<file path="src/rtl/return_address_stack.sv">
// Speculative return address stack with a checkpoint FIFO for mispredict recovery.
// Optional build macro RAS_OCCUPANCY_TRACK_EN adds an occupancy counter that drives valid.
module return_address_stack #(
    parameter int DEPTH       = 8,
    parameter int CHECKPOINTS = 4
) (
    input  logic        clk,
    input  logic        rst,
    input  logic        push,
    input  logic        pop,
    input  logic [31:0] push_addr,
    output logic [31:0] addr,
    output logic        valid,
    input  logic        branch_fetched,
    input  logic        branch_retired,
    input  logic        early_branch_flush,
    output logic        checkpoint_full
);
    localparam int IW = $clog2(DEPTH);
    localparam int CW = $clog2(CHECKPOINTS);

    typedef struct packed {
`ifdef RAS_OCCUPANCY_TRACK_EN
        logic [IW:0]   occ;
`endif
        logic [IW-1:0] idx;
    } cp_t;

    logic [DEPTH-1:0][31:0] stack;
    logic [IW-1:0]          read_index, read_index_nxt, wr_index;
    cp_t                    cp_mem [CHECKPOINTS];
    cp_t                    cp_cur, cp_head;
    logic [CW-1:0]          wr_ptr, rd_ptr;
    logic [CW:0]            count;
    logic                   fifo_empty, do_push, enq, deq;

    // A flush squashes every other request in its cycle.
    assign do_push         = push & ~early_branch_flush;
    assign fifo_empty      = (count == '0);
    assign checkpoint_full = (count == (CW+1)'(CHECKPOINTS));
    assign enq = branch_fetched & ~early_branch_flush & (~checkpoint_full | branch_retired);
    assign deq = branch_retired & ~early_branch_flush & (~fifo_empty | branch_fetched);
    assign cp_head = cp_mem[rd_ptr];
    assign addr    = stack[read_index];

    always_comb begin
        read_index_nxt = read_index;
        wr_index       = pop ? read_index : read_index + IW'(1);
        if (early_branch_flush) begin
            if (!fifo_empty) read_index_nxt = cp_head.idx;
        end else if (push && !pop) begin
            read_index_nxt = read_index + IW'(1);
        end else if (pop && !push) begin
            read_index_nxt = read_index - IW'(1);
        end
    end

`ifdef RAS_OCCUPANCY_TRACK_EN
    logic [IW:0] occ, occ_nxt;

    always_comb begin
        occ_nxt = occ;
        if (early_branch_flush) begin
            if (!fifo_empty) occ_nxt = cp_head.occ;
        end else if (push && !pop) begin
            if (occ != (IW+1)'(DEPTH)) occ_nxt = occ + (IW+1)'(1);
        end else if (pop && !push) begin
            if (occ != '0) occ_nxt = occ - (IW+1)'(1);
        end
    end

    always_ff @(posedge clk or negedge rst) begin
        if (!rst) occ <= '0;
        else      occ <= occ_nxt;
    end

    assign cp_cur.occ = occ;
    assign valid      = (occ != '0);
`else
    assign valid = 1'b1;
`endif
    assign cp_cur.idx = read_index;

    // Storage arrays carry no reset.
    always_ff @(posedge clk) begin
        if (do_push) stack[wr_index] <= push_addr;
        if (enq)     cp_mem[wr_ptr]  <= cp_cur;
    end

    always_ff @(posedge clk or negedge rst) begin
        if (!rst) begin
            read_index <= '0;
            wr_ptr     <= '0;
            rd_ptr     <= '0;
            count      <= '0;
        end else begin
            read_index <= read_index_nxt;
            if (early_branch_flush) begin
                rd_ptr <= wr_ptr;
                count  <= '0;
            end else begin
                if (enq) wr_ptr <= wr_ptr + CW'(1);
                if (deq) rd_ptr <= rd_ptr + CW'(1);
                if (enq && !deq)      count <= count + (CW+1)'(1);
                else if (deq && !enq) count <= count - (CW+1)'(1);
            end
        end
    end

    // Fetch must respect checkpoint_full; an overrun is dropped.
    a_cp_overrun: assert property (@(posedge clk) disable iff (!rst)
        !(branch_fetched && !branch_retired && !early_branch_flush && checkpoint_full))
        else $warning("return_address_stack: branch_fetched while checkpoint FIFO full, dropped");

endmodule

</file>
<file path="config.mk">
export PLATFORM = sky130hd
export DESIGN_NAME = return_address_stack
export DESIGN_NICKNAME = d
export VERILOG_FILES = /design/src/rtl/return_address_stack.sv
export SDC_FILE = /design/constraint.sdc
export NUM_CORES = 1
export LEC_CHECK = 0
export BUFFER_PORTS_ARGS = -buffer_cell sky130_fd_sc_hd__buf_4
export CORE_UTILIZATION = 40
export CTS_CLUSTER_SIZE = 30
export DETAILED_ROUTE_END_ITERATION = 12
export PLACE_DENSITY = 0.57
export SLEW_MARGIN = 20
export SYNTH_ARGS = -nofsm -noshare
export SYNTH_HDL_FRONTEND = slang
export SYNTH_SLANG_ARGS = --single-unit
export TNS_END_PERCENT = 5
</file>
<file path="constraint.sdc">
create_clock -name clk -period 3.4 [get_ports clk]
set_input_delay 0.85 -clock clk [delete_from_list [all_inputs] [get_ports clk]]
set_output_delay 0.85 -clock clk [all_outputs]
set_load 0.03 [all_outputs]
</file>
== After elaboration in Yosys (flattened, before gate mapping) ==
Memory sizes are Yosys's and may differ from the RTL's.
Cells that the tools add are included.

* $add $sub $neg: 6
* $lt $le $gt $ge: 3
* Eq/ne operators: 2
* Multiplexer cells: 17
* Bitwise logic cells: 10
* Reductions and logical operators: 15

{| class="wikitable"
|+ Operators by type and width
! cell !! number
|-
| $bwmux W256 || 1
|-
| $bmux W32 S3 || 1
|-
| $demux W32 S3 || 1
|-
| $mux W32 || 2
|-
| $mux W3 || 8
|-
| $lt A3 B4 Y1 const B || 2
|-
| $add A3 B1 Y3 const B || 2
|-
| $reduce_bool A3 Y1 || 2
|-
| $sub A3 B1 Y3 const B || 2
|-
| $and A1 B1 Y1 || 5
|-
| $logic_and A1 B1 Y1 || 5
|-
| $add A2 B1 Y2 const B || 2
|-
| $logic_not A1 Y1 || 4
|-
| $mux W2 || 2
|-
| $reduce_and A2 Y1 || 2
|-
| $eq A3 B3 Y1 const B || 1
|-
| $ge A3 B1 Y1 const B || 1
|-
| $logic_not A3 Y1 || 1
|-
| $not A1 Y1 || 3
|-
| $mux W1 || 2
|-
| $ne A2 B2 Y1 const B || 1
|-
| $or A1 B1 Y1 || 2
|-
| $reduce_bool A2 Y1 || 1
|}

* Register bits: 266
* RAM bits: 12
* Bits of input ports: 39
* Output and inout port bits: 34
* Word-level logic and storage cells: 66
* Memories kept: 1

{| class="wikitable"
|+ Memories
! name !! depth !! bits a word !! rd ports !! clocked after Yosys merged registers in !! write ports !! RTL line !! text
|-
| cp_mem || 4 || 3 || 1 || 0 || 1 || 31 || <nowiki>cp_t cp_mem [CHECKPOINTS];</nowiki>
|}

== Depth between registers and ports, before layout ==
* Word-level depth: 9
* Depth in mapped cells: 9
* Depth with buffers taken out: 8

== Worst setup path before layout ==
No wires, ideal clock.

* Path type: register -> register
* Start: register cp_cur[0] (netlist name)
* End: register stack[100] (netlist name), enable pin
* Setup time: 0.421 ns
* Arrival time: 2.785 ns
* Required time: 2.979 ns
* Path slack: 0.193 ns
* Cell stages (with the launch flop): 8
* Path buffers: 2
* Clock period less this slack: 3.207 ns
* Cells stage by stage: dfrtp_1 > buf_6 > clkbuf_8 > inv_1 > ha_1 > nor3b_1 > o21ai_0 > nor2_1

{| class="wikitable"
|+ RTL lines
! what !! RTL line !! text
|-
| end signal: indexed assignment || 86 || <nowiki>if (do_push) stack[wr_index] <= push_addr;</nowiki>
|-
| end: declaration || 29 || <nowiki>logic [DEPTH-1:0][31:0] stack;</nowiki>
|}

== Worst setup path after layout ==
* Start: register read_index[0], in the netlist cp_cur[0]
* End: output addr[0]

* Word-level cells in the longest chain between the ends: 2

{| class="wikitable"
|+ Ends and longest elaborated chain
! what !! RTL line !! text
|-
| start: declaration || 30 || <nowiki>logic [IW-1:0] read_index, read_index_nxt, wr_index;</nowiki>
|-
| start signal: assignment || 97 || <nowiki>read_index <= read_index_nxt;</nowiki>
|-
| $bmux W32 S3 || 44 || <nowiki>assign addr = stack[read_index];</nowiki>
|-
| $mux W32 (implied by the code) || 44 ||
|-
| end: declaration || 12 || <nowiki>output logic [31:0] addr,</nowiki>
|}

Every way passes these cells. The select of a mux whose other input is x is not followed.

==> report_table.html <==
<table>
<tr><th>Metric</th><th>Value</th></tr>
<tr><th colspan="2">Die</th></tr>
<tr><td># IOs</td><td>73</td></tr>
<tr><td>Overall die area</td><td>28200 µm²</td></tr>
<tr><td>Die Height</td><td>168 µm</td></tr>
<tr><td>Chip width</td><td>168 µm</td></tr>
<tr><td>Initial core utilization</td><td>40.8%</td></tr>
<tr><td>Core Area</td><td>27000 µm²</td></tr>
<tr><td>Site row count</td><td>60</td></tr>
<tr><th colspan="2">Logic synthesis</th></tr>
<tr><td>Simple-gate portion of the synthesized area</td><td>2.20%</td></tr>
<tr><td>Warning count from the yosys run</td><td>0</td></tr>
<tr><td>Number of flops mapped to enable cells by yosys</td><td>268</td></tr>
<tr><td>Arithmetic-cell share of the synthesized area counting full adders, half adders and majority gates</td><td>0.865%</td></tr>
<tr><td>Area fraction in compound gates after synthesis</td><td>1.30%</td></tr>
<tr><td>Main combinational cell family by area after synthesis</td><td>multiplexers</td></tr>
<tr><td>Cell accounting for the most synthesized area</td><td>edfxtp_1</td></tr>
<tr><td>Instance count of the mapped netlist</td><td>496</td></tr>
<tr><td>Largest cells by area after synthesis</td><td>edfxtp_1 73%, mux4_2 12%, mux2_2 3.4%</td></tr>
<tr><td>Synthesized Nets</td><td>542</td></tr>
<tr><td>Share of async-settable or async-resettable flops after synthesis</td><td>3.60%</td></tr>
<tr><td>Mux contribution to synthesized area</td><td>17.6%</td></tr>
<tr><td>Sequential element share of the synthesized area</td><td>75.5%</td></tr>
<tr><td>Dominant register cell in the synthesized netlist</td><td>edfxtp_1</td></tr>
<tr><td>Number of synthesized register bits</td><td>278</td></tr>
<tr><td>Cell types with the highest counts after synthesis</td><td>268 x edfxtp_1, 57 x mux4_2, 33 x mux2_2</td></tr>
<tr><td>Share of the synthesized area in the top cell type</td><td>73.2%</td></tr>
<tr><td>Most frequent cell after synthesis</td><td>edfxtp_1</td></tr>
<tr><td>Cell area after synthesis</td><td>11000 µm²</td></tr>
<tr><td>Average instance area after synthesis</td><td>22.2 µm²</td></tr>
<tr><td>Unique cell type count in the Yosys netlist</td><td>46</td></tr>
<tr><td>Post-Synth XOR/XNOR Area</td><td>0.637%</td></tr>
<tr><th colspan="2">Routing</th></tr>
<tr><td>DRT antenna net count</td><td>0</td></tr>
<tr><td>Drt initial violations</td><td>315</td></tr>
<tr><td>Routed via count</td><td>5035</td></tr>
<tr><td>Detailed-route wire length</td><td>21.1 mm</td></tr>
<tr><td>Wire length on met1</td><td>9.49 mm</td></tr>
<tr><td>Routed length on met2</td><td>10.2 mm</td></tr>
<tr><td>Detailed-route wire length per cell</td><td>22.0 µm</td></tr>
<tr><td>Number of detailed-route iterations in the first pass</td><td>4</td></tr>
<tr><td>Ratio of routed vias to standard cells</td><td>5.27</td></tr>
<tr><td>Top routing layer in use</td><td>met4</td></tr>
<tr><td>Total met3 wirelength after detailed routing</td><td>957 µm</td></tr>
<tr><td>DRC Markers</td><td>0</td></tr>
<tr><th colspan="2">Global routing</th></tr>
<tr><td>All-Layer GR Usage</td><td>15.4%</td></tr>
<tr><td>GRT Residual Overflow</td><td>0</td></tr>
<tr><td>Global-route wire length before repair</td><td>32.4 mm</td></tr>
<tr><td>Number of antenna violations at the first check in global routing</td><td>0</td></tr>
<tr><td>Via count of the first global-routing pass</td><td>5466</td></tr>
<tr><td>Pin count of the biggest net entering global routing</td><td>35</td></tr>
<tr><th colspan="2">STA</th></tr>
<tr><td>Fmax</td><td>314 MHz</td></tr>
<tr><td>Final critical path time including I/O delays and setup</td><td>3.19 ns</td></tr>
<tr><td>Total Negative Setup Slacks</td><td>0 ns</td></tr>
<tr><td>Final hold violations</td><td>0</td></tr>
<tr><td>Headroom to the max-slew limit</td><td>42.3%</td></tr>
<tr><td>Post-route clock skew</td><td>0.0140 ns</td></tr>
<tr><td>Tcrit/Tclk final</td><td>93.7%</td></tr>
<tr><td>Final setup vio count</td><td>0</td></tr>
<tr><td>Pins Over Slew Limit</td><td>0</td></tr>
<tr><td>Smallest setup slack after layout</td><td>0.214 ns</td></tr>
<tr><td>Unrepaired setup endpoints after global routing</td><td>false</td></tr>
<tr><td>Transition time of the tightest slew-check pin</td><td>0.860 ns</td></tr>
<tr><th colspan="2">Critical path</th></tr>
<tr><td>CP max stage cell</td><td>mux4_1</td></tr>
<tr><td>Highest net fanout along the worst path</td><td>16</td></tr>
<tr><td>Cell seen most often among critical-path stages</td><td>buf_4</td></tr>
<tr><td>Chain of cells forming the critical path</td><td>buf_4 -&gt; buf_12 -&gt; mux4_1 -&gt; mux2_2 -&gt; buf_4</td></tr>
<tr><td>Category of the critical setup timing path</td><td>reg2out</td></tr>
<tr><td>Delay of the slowest cell on the worst path</td><td>0.57 ns</td></tr>
<tr><td>Critical Path Sink Type</td><td>primary output</td></tr>
<tr><td>Req. time, crit path</td><td>2.55 ns</td></tr>
<tr><td>Startpoint kind of the worst setup timing path</td><td>register</td></tr>
<tr><td>Worst path arrival time</td><td>2.34 ns</td></tr>
<tr><td>Category of cells accounting for the largest share of critical-path delay</td><td>multiplexers</td></tr>
<tr><td>Number of buffers and inverters on the critical path</td><td>3</td></tr>
<tr><th colspan="2">Placed design</th></tr>
<tr><td>Routability Congestion</td><td>0.746</td></tr>
<tr><td>Placed insts</td><td>903</td></tr>
<tr><td>Number of input and output port buffers inserted</td><td>71</td></tr>
<tr><td>Setup Slack @ Placement</td><td>0.356 ns</td></tr>
<tr><td>Hpwl dp</td><td>12.1 mm</td></tr>
<tr><th colspan="2">Final layout</th></tr>
<tr><td>Util after Layout</td><td>48.4%</td></tr>
<tr><td>Combined flip-flop and latch cell area</td><td>8310 µm²</td></tr>
<tr><td>FILL cells</td><td>2176</td></tr>
<tr><td>Synth-to-Final Area Change</td><td>18.7%</td></tr>
<tr><td>Number of cells in the finished layout apart from fillers</td><td>956</td></tr>
<tr><td>Inserted Diodes</td><td>0</td></tr>
<tr><td>Multi-input gate area in the final layout</td><td>2550 µm²</td></tr>
<tr><td>Nets</td><td>644</td></tr>
<tr><td>Share of layout cells above drive strength 1</td><td>38.4%</td></tr>
<tr><th colspan="2">CTS</th></tr>
<tr><td>Maximum buffer depth of the clock tree</td><td>3</td></tr>
<tr><td>CTS tree</td><td>yes</td></tr>
<tr><td>Clock insertion delay at the later pin of the skew report</td><td>0.53 ns</td></tr>
<tr><td>Post-cts sizing count</td><td>0</td></tr>
<tr><td>Root cell of the clock tree</td><td>clkbuf_16</td></tr>
<tr><td>CTS sink count</td><td>278</td></tr>
<tr><td>H-tree levels</td><td>1</td></tr>
<tr><td>Clock buffers created by TritonCTS</td><td>28</td></tr>
<tr><td>Clock Pin Slew Worst Setup and Hold Paths</td><td>0.06 ns</td></tr>
<tr><th colspan="2">Power and ir drop</th></tr>
<tr><td>Power density over the cells</td><td>834 nW/µm²</td></tr>
<tr><td>VDD IR-drop max</td><td>0.621 mV</td></tr>
<tr><td>Leak pwr</td><td>4.33 nW</td></tr>
<tr><th colspan="2">Status</th></tr>
<tr><td>Outcome</td><td>completed</td></tr>
<tr><th colspan="2">Flow run</th></tr>
<tr><td>Max-cap violations</td><td>0</td></tr>
<tr><th colspan="2">Worst hold path</th></tr>
<tr><td>HP Class</td><td>in2async</td></tr>
</table>
through the flow:
step	power (W)	cell area, µm²	hold WS [ns]
after floorplan	0.00688	11000	0.471
after global placement	0.00803	12100	0.549
after detailed placement	0.00807	12100	0.582
after CTS	0.0110	13000	0.122
after global routing	0.0114	13000	0.132
final	0.0109	13000	0.142
what timing repair did:
action / CTS / global route
endpoints found under the setup margin: 23 / 0
hold buffers: 0 / 0
buffers inserted: 6 / 0
cell type report:
class	count	share of cell area, %
sequential	278	63.7
tap	341	3.27
clock buffer	38	5.82
multi-input combinational	184	19.6
inverter	9	0.259
clock inverter	9	0.518
timing repair buffer	97	6.89
path summary, 6_finish.rpt:
check / to / start / depth (start not counted) / slack, ns
max: addr[0] / cp_cur[0] / 5 / 0.21
min: count[0] / rst / 1 / 0.14
max reg2reg: stack[230] / cp_cur[0] / 8 / 0.73
min reg2reg: rd_ptr[0] / wr_ptr[0] / 2 / 0.61
max in group asynchronous: cp_cur[1] / rst / 1 / 3.09
min in group clk: stack[81] / push_addr[17] / 1 / 0.55
placed cells by master, fill, tap and decap left out, types with 3 or more instances in the layout:
cell	instances
clkinv_2	3
clkinv_1	4
nor3_1	3
ha_1	6
buf_12	12
mux2_2	33
o21ai_0	7
nor2_1	9
inv_1	9
nand2_1	6
nor2_4	8
nand2b_1	4
clkbuf_1	9
xor2_1	4
clkbuf_16	29
mux4_1	10
buf_4	84
dfrtp_1	7
edfxtp_1	268
mux4_2	57
and2_1	5
xnor2_1	4
logic make-up after synthesis:
| group | after synthesis |
|---|---|
| compound gates | 19 |
| fa+ha+maj | 7 |
| simple gates | 47 |
| xor+xnor | 8 |
| flops | 278 |
| other cells | 1 |
| buf+inv | 34 |
| mux | 102 |
per-layer routing:
metal / up-vias / GRT usage [%]
met5: - / 0
li1: 2253 / -
met2: 110 / 25.7
met4: 0 / 4.27
met1: 2636 / 20.8
met3: 36 / 2.80
where the power goes:
group / total, W / leakage [nW] / switching (W) / internal [W]
Combinational: 0.00373 / 1.39 / 0.00196 / 0.00177
Sequential: 0.00434 / 2.54 / 0.000209 / 0.00413
Clock: 0.00280 / 0.400 / 0.00118 / 0.00162
Total: 0.0109 / 4.33 / 0.00335 / 0.00753
flip-flops by register name, summed over array words and instances (netlist names):
signal  cells
count       3
cp_cur      3
cp_mem     12
rd_ptr      2
stack     256
wr_ptr      2
worst reg2reg max path, delay by kind of cell (launching register included):
| kind | cells | cell delay [ns] |
|---|---|---|
| AO/OA/AOI/OAI | 1 | 0.53 |
| adder cells (fa/ha/maj) | 1 | 0.32 |
| buffers and inverters | 4 | 0.73 |
| flip-flops | 1 | 0.51 |
| AND/OR/NAND/NOR | 2 | 0.30 |
Power figures use the tool's default switching activity.
